`config.mk`:
```
export PLATFORM = sky130hd
export DESIGN_NAME = instr_mem_pipelined_flat
export DESIGN_NICKNAME = d
export VERILOG_FILES = /design/src/rtl/instr_mem_pipelined_if.sv /design/src/rtl/instr_mem_pipelined.sv /design/src/flat_wrapper.sv
export SDC_FILE = /design/constraint.sdc
export NUM_CORES = 2
export LEC_CHECK = 0
export CORE_MARGIN = 2
export CORE_UTILIZATION = 32
export DETAILED_ROUTE_END_ITERATION = 8
export GPL_ROUTABILITY_DRIVEN = 0
export SLEW_MARGIN = 25
export SYNTH_ARGS = -nofsm -noshare
export SYNTH_HDL_FRONTEND = slang
export SYNTH_SLANG_ARGS = --single-unit
export TNS_END_PERCENT = 10
```
`constraint.sdc`:
```
create_clock -name clk -period 8.2 [get_ports clk]
set_input_delay 0.82 -clock clk [delete_from_list [all_inputs] [get_ports clk]]
set_output_delay 0.82 -clock clk [all_outputs]
set_load 0.05 [all_outputs]
```
`src/rtl/instr_mem_pipelined_if.sv`:
```
// Fetch/load bus for the pipelined instruction memory.
// Master is the IF-stage side; slave is the memory.
interface instr_mem_pipelined_if #(
  parameter int ADDR_WIDTH = 32,
  parameter int WORD_WIDTH = 32
);
  logic                  rd_req;
  logic [ADDR_WIDTH-1:0] rd_addr;
  logic                  rd_accept;
  logic                  rd_valid;
  logic                  rd_ready;
  logic [WORD_WIDTH-1:0] rd_data;
  logic                  rd_misaligned;
  logic                  rd_oob;
  logic                  wr_en;
  logic [ADDR_WIDTH-1:0] wr_addr;
  logic [WORD_WIDTH-1:0] wr_data;
  logic [3:0]            wr_be;
  logic                  wr_drop;

  modport master (
    output rd_req, rd_addr, rd_ready,
    output wr_en, wr_addr, wr_data, wr_be,
    input  rd_accept, rd_valid, rd_data,
    input  rd_misaligned, rd_oob, wr_drop
  );

  modport slave (
    input  rd_req, rd_addr, rd_ready,
    input  wr_en, wr_addr, wr_data, wr_be,
    output rd_accept, rd_valid, rd_data,
    output rd_misaligned, rd_oob, wr_drop
  );
endinterface

```
`src/rtl/instr_mem_pipelined.sv`:
```
// Word-organised instruction store with NOP fill after reset,
// byte-enabled load port and a stallable read pipeline.
module instr_mem_pipelined #(
  parameter int WORD_WIDTH   = 32,
  parameter int DEPTH_WORDS  = 64,
  parameter int ADDR_WIDTH   = 32,
  parameter int READ_LATENCY = 1,
  parameter logic [WORD_WIDTH-1:0] NOP_WORD = 32'hE000_0000
) (
  input  logic clk,
  input  logic rst,
  instr_mem_pipelined_if.slave bus,
  output logic init_done
);

  localparam int IW = $clog2(DEPTH_WORDS);
  localparam int XW = ADDR_WIDTH - 2;
  localparam int LS = READ_LATENCY - 1;

  typedef enum logic {
    ST_INIT,
    ST_READY
  } state_t;

  typedef struct packed {
    logic                  v;
    logic                  mis;
    logic                  oob;
    logic [WORD_WIDTH-1:0] d;
  } stage_t;

  state_t         state_q;
  state_t         state_d;
  logic [IW-1:0]  cnt_q;
  logic [IW-1:0]  cnt_d;
  logic           ready;

  logic [WORD_WIDTH-1:0] mem [DEPTH_WORDS];

  stage_t         pipe [READ_LATENCY];
  stage_t         in_st;
  logic           advance;
  logic           accept;
  logic [XW-1:0]  rd_idx;
  logic           rd_oob;

  logic [XW-1:0]  wr_idx;
  logic           wr_oob;
  logic           wr_hit;
  logic           drop_q;
  logic           unused_wr_lsb;

  always_ff @(posedge clk or negedge rst) begin
    if (!rst) begin
      state_q <= ST_INIT;
      cnt_q   <= '0;
    end else begin
      state_q <= state_d;
      cnt_q   <= cnt_d;
    end
  end

  always_comb begin
    state_d = state_q;
    cnt_d   = cnt_q;
    unique case (state_q)
      ST_INIT: begin
        cnt_d = cnt_q + 1'b1;
        if (cnt_q == IW'(DEPTH_WORDS - 1))
          state_d = ST_READY;
      end
      ST_READY: ;
    endcase
  end

  assign ready     = (state_q == ST_READY);
  assign init_done = ready;

  assign rd_idx  = bus.rd_addr[ADDR_WIDTH-1:2];
  assign rd_oob  = (rd_idx >= XW'(DEPTH_WORDS));
  assign advance = !pipe[LS].v | bus.rd_ready;
  assign accept  = bus.rd_req & ready & advance;

  always_comb begin
    in_st.v   = 1'b0;
    in_st.mis = 1'b0;
    in_st.oob = 1'b0;
    in_st.d   = NOP_WORD;
    if (accept) begin
      in_st.v   = 1'b1;
      in_st.mis = |bus.rd_addr[1:0];
      in_st.oob = rd_oob;
      if (!rd_oob)
        in_st.d = mem[rd_idx[IW-1:0]];
    end
  end

  // The whole pipe moves as one; a stall freezes every stage.
  always_ff @(posedge clk or negedge rst) begin
    if (!rst) begin
      for (int i = 0; i < READ_LATENCY; i++) begin
        pipe[i].v   <= 1'b0;
        pipe[i].mis <= 1'b0;
        pipe[i].oob <= 1'b0;
        pipe[i].d   <= NOP_WORD;
      end
    end else if (advance) begin
      pipe[0] <= in_st;
      for (int i = 1; i < READ_LATENCY; i++)
        pipe[i] <= pipe[i-1];
    end
  end

  assign bus.rd_accept     = accept;
  assign bus.rd_valid      = pipe[LS].v;
  assign bus.rd_data       = pipe[LS].d;
  assign bus.rd_misaligned = pipe[LS].mis;
  assign bus.rd_oob        = pipe[LS].oob;

  assign wr_idx = bus.wr_addr[ADDR_WIDTH-1:2];
  assign wr_oob = (wr_idx >= XW'(DEPTH_WORDS));
  assign wr_hit = bus.wr_en & ready & !wr_oob;

  assign unused_wr_lsb = ^bus.wr_addr[1:0];

  always_ff @(posedge clk or negedge rst) begin
    if (!rst)
      drop_q <= 1'b0;
    else
      drop_q <= bus.wr_en & (!ready | wr_oob);
  end

  assign bus.wr_drop = drop_q;

  // Array is not reset; the fill sequencer owns it until READY.
  always_ff @(posedge clk) begin
    if (!ready) begin
      mem[cnt_q] <= NOP_WORD;
    end else if (wr_hit) begin
      for (int b = 0; b < 4; b++)
        if (bus.wr_be[b])
          mem[wr_idx[IW-1:0]][b*8 +: 8] <= bus.wr_data[b*8 +: 8];
    end
  end

endmodule

```
`src/flat_wrapper.sv`:
```
// flat-port wrapper written by rule: the top's interface ports become plain ports
module instr_mem_pipelined_flat 
#(
  parameter int WORD_WIDTH   = 32,
  parameter int DEPTH_WORDS  = 64,
  parameter int ADDR_WIDTH   = 32,
  parameter int READ_LATENCY = 1,
  parameter logic [WORD_WIDTH-1:0] NOP_WORD = 32'hE000_0000
)
  (clk, rst, init_done, bus_rd_req, bus_rd_addr, bus_rd_ready, bus_wr_en, bus_wr_addr, bus_wr_data, bus_wr_be, bus_rd_accept, bus_rd_valid, bus_rd_data, bus_rd_misaligned, bus_rd_oob, bus_wr_drop);
  instr_mem_pipelined_if #(.ADDR_WIDTH(ADDR_WIDTH), .WORD_WIDTH(WORD_WIDTH)) bus_i ();
  input  logic clk;
  input  logic rst;
  output logic init_done;
  input wire logic [$bits(bus_i.rd_req)-1:0] bus_rd_req;
  input wire logic [$bits(bus_i.rd_addr)-1:0] bus_rd_addr;
  input wire logic [$bits(bus_i.rd_ready)-1:0] bus_rd_ready;
  input wire logic [$bits(bus_i.wr_en)-1:0] bus_wr_en;
  input wire logic [$bits(bus_i.wr_addr)-1:0] bus_wr_addr;
  input wire logic [$bits(bus_i.wr_data)-1:0] bus_wr_data;
  input wire logic [$bits(bus_i.wr_be)-1:0] bus_wr_be;
  output wire logic [$bits(bus_i.rd_accept)-1:0] bus_rd_accept;
  output wire logic [$bits(bus_i.rd_valid)-1:0] bus_rd_valid;
  output wire logic [$bits(bus_i.rd_data)-1:0] bus_rd_data;
  output wire logic [$bits(bus_i.rd_misaligned)-1:0] bus_rd_misaligned;
  output wire logic [$bits(bus_i.rd_oob)-1:0] bus_rd_oob;
  output wire logic [$bits(bus_i.wr_drop)-1:0] bus_wr_drop;
  assign bus_i.rd_req = bus_rd_req;
  assign bus_i.rd_addr = bus_rd_addr;
  assign bus_i.rd_ready = bus_rd_ready;
  assign bus_i.wr_en = bus_wr_en;
  assign bus_i.wr_addr = bus_wr_addr;
  assign bus_i.wr_data = bus_wr_data;
  assign bus_i.wr_be = bus_wr_be;
  assign bus_rd_accept = bus_i.rd_accept;
  assign bus_rd_valid = bus_i.rd_valid;
  assign bus_rd_data = bus_i.rd_data;
  assign bus_rd_misaligned = bus_i.rd_misaligned;
  assign bus_rd_oob = bus_i.rd_oob;
  assign bus_wr_drop = bus_i.wr_drop;
  instr_mem_pipelined #(.WORD_WIDTH(WORD_WIDTH), .DEPTH_WORDS(DEPTH_WORDS), .ADDR_WIDTH(ADDR_WIDTH), .READ_LATENCY(READ_LATENCY), .NOP_WORD(NOP_WORD)) u_core (.clk(clk), .rst(rst), .bus(bus_i), .init_done(init_done));
endmodule
```
==> key figures <==
Run status
  – Outcome: completed

STA
  – Fin crit share: about three fifths
  – Setup TNS: 0 ps
  – Fmax: 198 MHz
  – Worst-Margin Slew: 1120 ps
  – Hold violation count in the final report: 0
  – Post-layout minimum cycle time: 5050 ps
  – Clk_skew: 30.8 ps
  – Relative slew margins: 23.9%
  – RSZ-0062 raised after global routing: no
  – Count of pins over their slew limit: 0
  – Endpoints failing setup: 0
  – Hold slack: about 73 ps

Layout
  – Final net count: 4459
  – Final instance area: 96200 µm²
  – Most common cell after layout, fill and taps aside: edfxtp_1
  – Most frequent cells in the layout: edfxtp_1 (2048), mux4_2 (430), buf_4 (281)
  – Register area: 62600 µm²
  – Fraction of layout cells with a size suffix above 1: 27.5%
  – Final Util: between 30 and 40%
  – Multi-input logic area: 19200 µm²
  – Synth-to-layout area growth: 17.0%
  – Fillcell total: 23114

Logic synthesis
  – Post-synth top area share: 74.8%
  – Sequential share of the synthesized area: 76.2%
  – Area leader, netlist: edfxtp_1
  – Post-synth EDFFs: 2048
  – Netlist Area Pre-Place: 82200 µm²
  – Yosys cell types: 67
  – Syn. warnings: 0
  – Post-Syn Nets: 4118
  – Main area contributors after synthesis: edfxtp_1 (75%), mux4_2 (12%), mux2i_1 (2.4%)
  – Synth Flop Type: edfxtp_1
  – Flops & latches, synth: 2091
  – Async S/R FF share, synth: 2.06%
  – Mapped Cells: 4012
  – Mean area per synthesized cell: 20.5 µm²

Pwr
  – Total Power: 21200 µW
  – Leakage: around 0.025 µW
  – Max IR drop VDD: 0.194 mV
  – PwrDens: 220 nW/µm²

Floorplanning
  – # rows: roughly 190
  – Die W: between 500 and 600 µm
  – # IOs: roughly 140
  – Die Area: roughly 260000 µm²
  – Starting Density: 32.1%
  – Die Y: roughly 500 µm
  – Core ar.: ~260000 µm²

Placed design
  – DP Area: 89500 µm²
  – Detail Placement HPWL: 132000 µm
  – IO Port Bufs: 140

Worst setup path
  – CP Class: reg2reg
  – CP Capture Type: register
  – CP Max Fanout: 20
  – Req. time, crit path: 8800 ps
  – Setup crit start kind: register
  – Critical Path AT: between 5000 and 6000 ps

CTS
  – Root Buffer: clkbuf_16
  – Worst skew pair latency: approximately 850 ps
  – CTS tree: done
  – CTS max path bufs: 3
  – # clock sinks: 2091
  – Clock slew at reported path FFs: 60 ps
  – H-tree depth: 4
  – CTS buffer count: 204
  – Number of setup buffers added after CTS: 0
  – Hold_buf cts: 0
  – Count of cells resized by post-cts repair: 0

Drt
  – Antenna viol nets, final: 0
  – Vias/cell: 5.33
  – Routed WL: 221000 µm
  – DR DRC count: 0
  – Initial drt markers: 4430
  – Vias: 42150
  – Pre-antenna DRT Iters: 6
  – DR WL/cell: ~28 µm

GRT
  – Vias in the first global route: 42932
  – Largest net degree at the start of global routing: just over 100
  – Initial antenna violation count: 14
  – GRT Total Usage: between 15 and 20%
  – Remaining Overflow, GRT: 0
  – First-pass GRT wire length: ~310000 µm

Run
  – Max Cap Viol: 0

Worst hold path
  – Worst hold path type: in2async
-- critical path, cell delays in order, from the launching register on --
cell     delay (ps)
dfrtp_1         650
nor4b_4         330
nand4_4         370
or4_1           940
buf_4           350
mux2i_4         890
buf_4           700
nor4_1          250
buf_4           230
-- registers in the layout, indices dropped and copies added, names as in the netlist --
register / flops
u_core.bus.rd_data: 32
u_core.mem: 2048
u_core.cnt_q: 6
u_core.bus.rd_oob: 1
u_core.bus.wr_drop: 1
u_core.bus.rd_misaligned: 1
u_core.init_done: 1
u_core.bus.rd_valid: 1
-- cells in the mapped netlist, drive strengths merged, types with 28 or more instances --
cell       n
nor3     146
nand3     28
o21ai     41
mux4     430
and2      32
dfrtp     40
buf      168
a22oi     53
o22ai     44
nor4     140
mux2i    209
nor2      94
edfxtp  2048
mux2      62
clkbuf   128
nand2     77
a21oi     33
-- logic make-up (layout without fill, tap and decap cells) --
kind of cell	count (synthesis)	in the layout	synth area share (%)
DFF	2091	2091	76.2
and+or+nand+nor	599	599	4.03
buffers and inverters	304	816	1.62
adders and majority gates	1	1	0.0152
other	0	5	0
xor gates and xnor gates	5	5	0.0533
AOI/OAI and AO/OA	311	311	2.80
muxes	701	701	15.3
-- routing by layer --
| layer | track usage, % | vias to the layer above | routed length (µm) |
|---|---|---|---|
| met5 | 0 | - | 9 |
| met4 | 5.77 | 2 | 6480 |
| met3 | 2.54 | 309 | 15000 |
| met2 | 28.2 | 1679 | 112000 |
| met1 | 21.6 | 22553 | 88000 |
| li1 | - | 17607 | - |
-- area by class of cell --
class                   instances  share of cell area, %
well taps                    3384                   4.40
multi-input cells            1617                   19.9
diodes                          5                 0.0130
inverters                       8                 0.0312
clock buffers                 279                   5.80
flip-flops and latches       2091                   65.1
repair buffers                431                   3.88
clock inverters                98                  0.864
-- stage by stage --
| step | worst slack (ps) | cells |
|---|---|---|
| global placement | 2370 | 7529 |
| global route | 3150 | 7912 |
| floorplan | 4240 | 4012 |
| detailed placement | 2360 | 7530 |
| finish | 3150 | 7913 |
| CTS | 2990 | 7907 |
-- path summary, 6_finish.rpt --
check	start	end	slack, ps	depth (start not counted)
min in group clk	u_core.bus.rd_oob	u_core.bus.rd_oob	520	1
max reg2reg	u_core.init_done	u_core.mem[27][25]	3150	8
min	rst	u_core.bus.rd_data[6]	70	1
max in group asynchronous	rst	u_core.bus.rd_data[18]	7510	1
min reg2reg	u_core.bus.rd_oob	u_core.bus.rd_oob	520	1
max	u_core.init_done	u_core.mem[27][25]	3150	8
-- where the power goes --
group	internal, µW	switching, µW
clock network	5070	3970
logic	219	366
registers	11500	0.0492
Note: power is estimated with default switching activity, not from simulation.
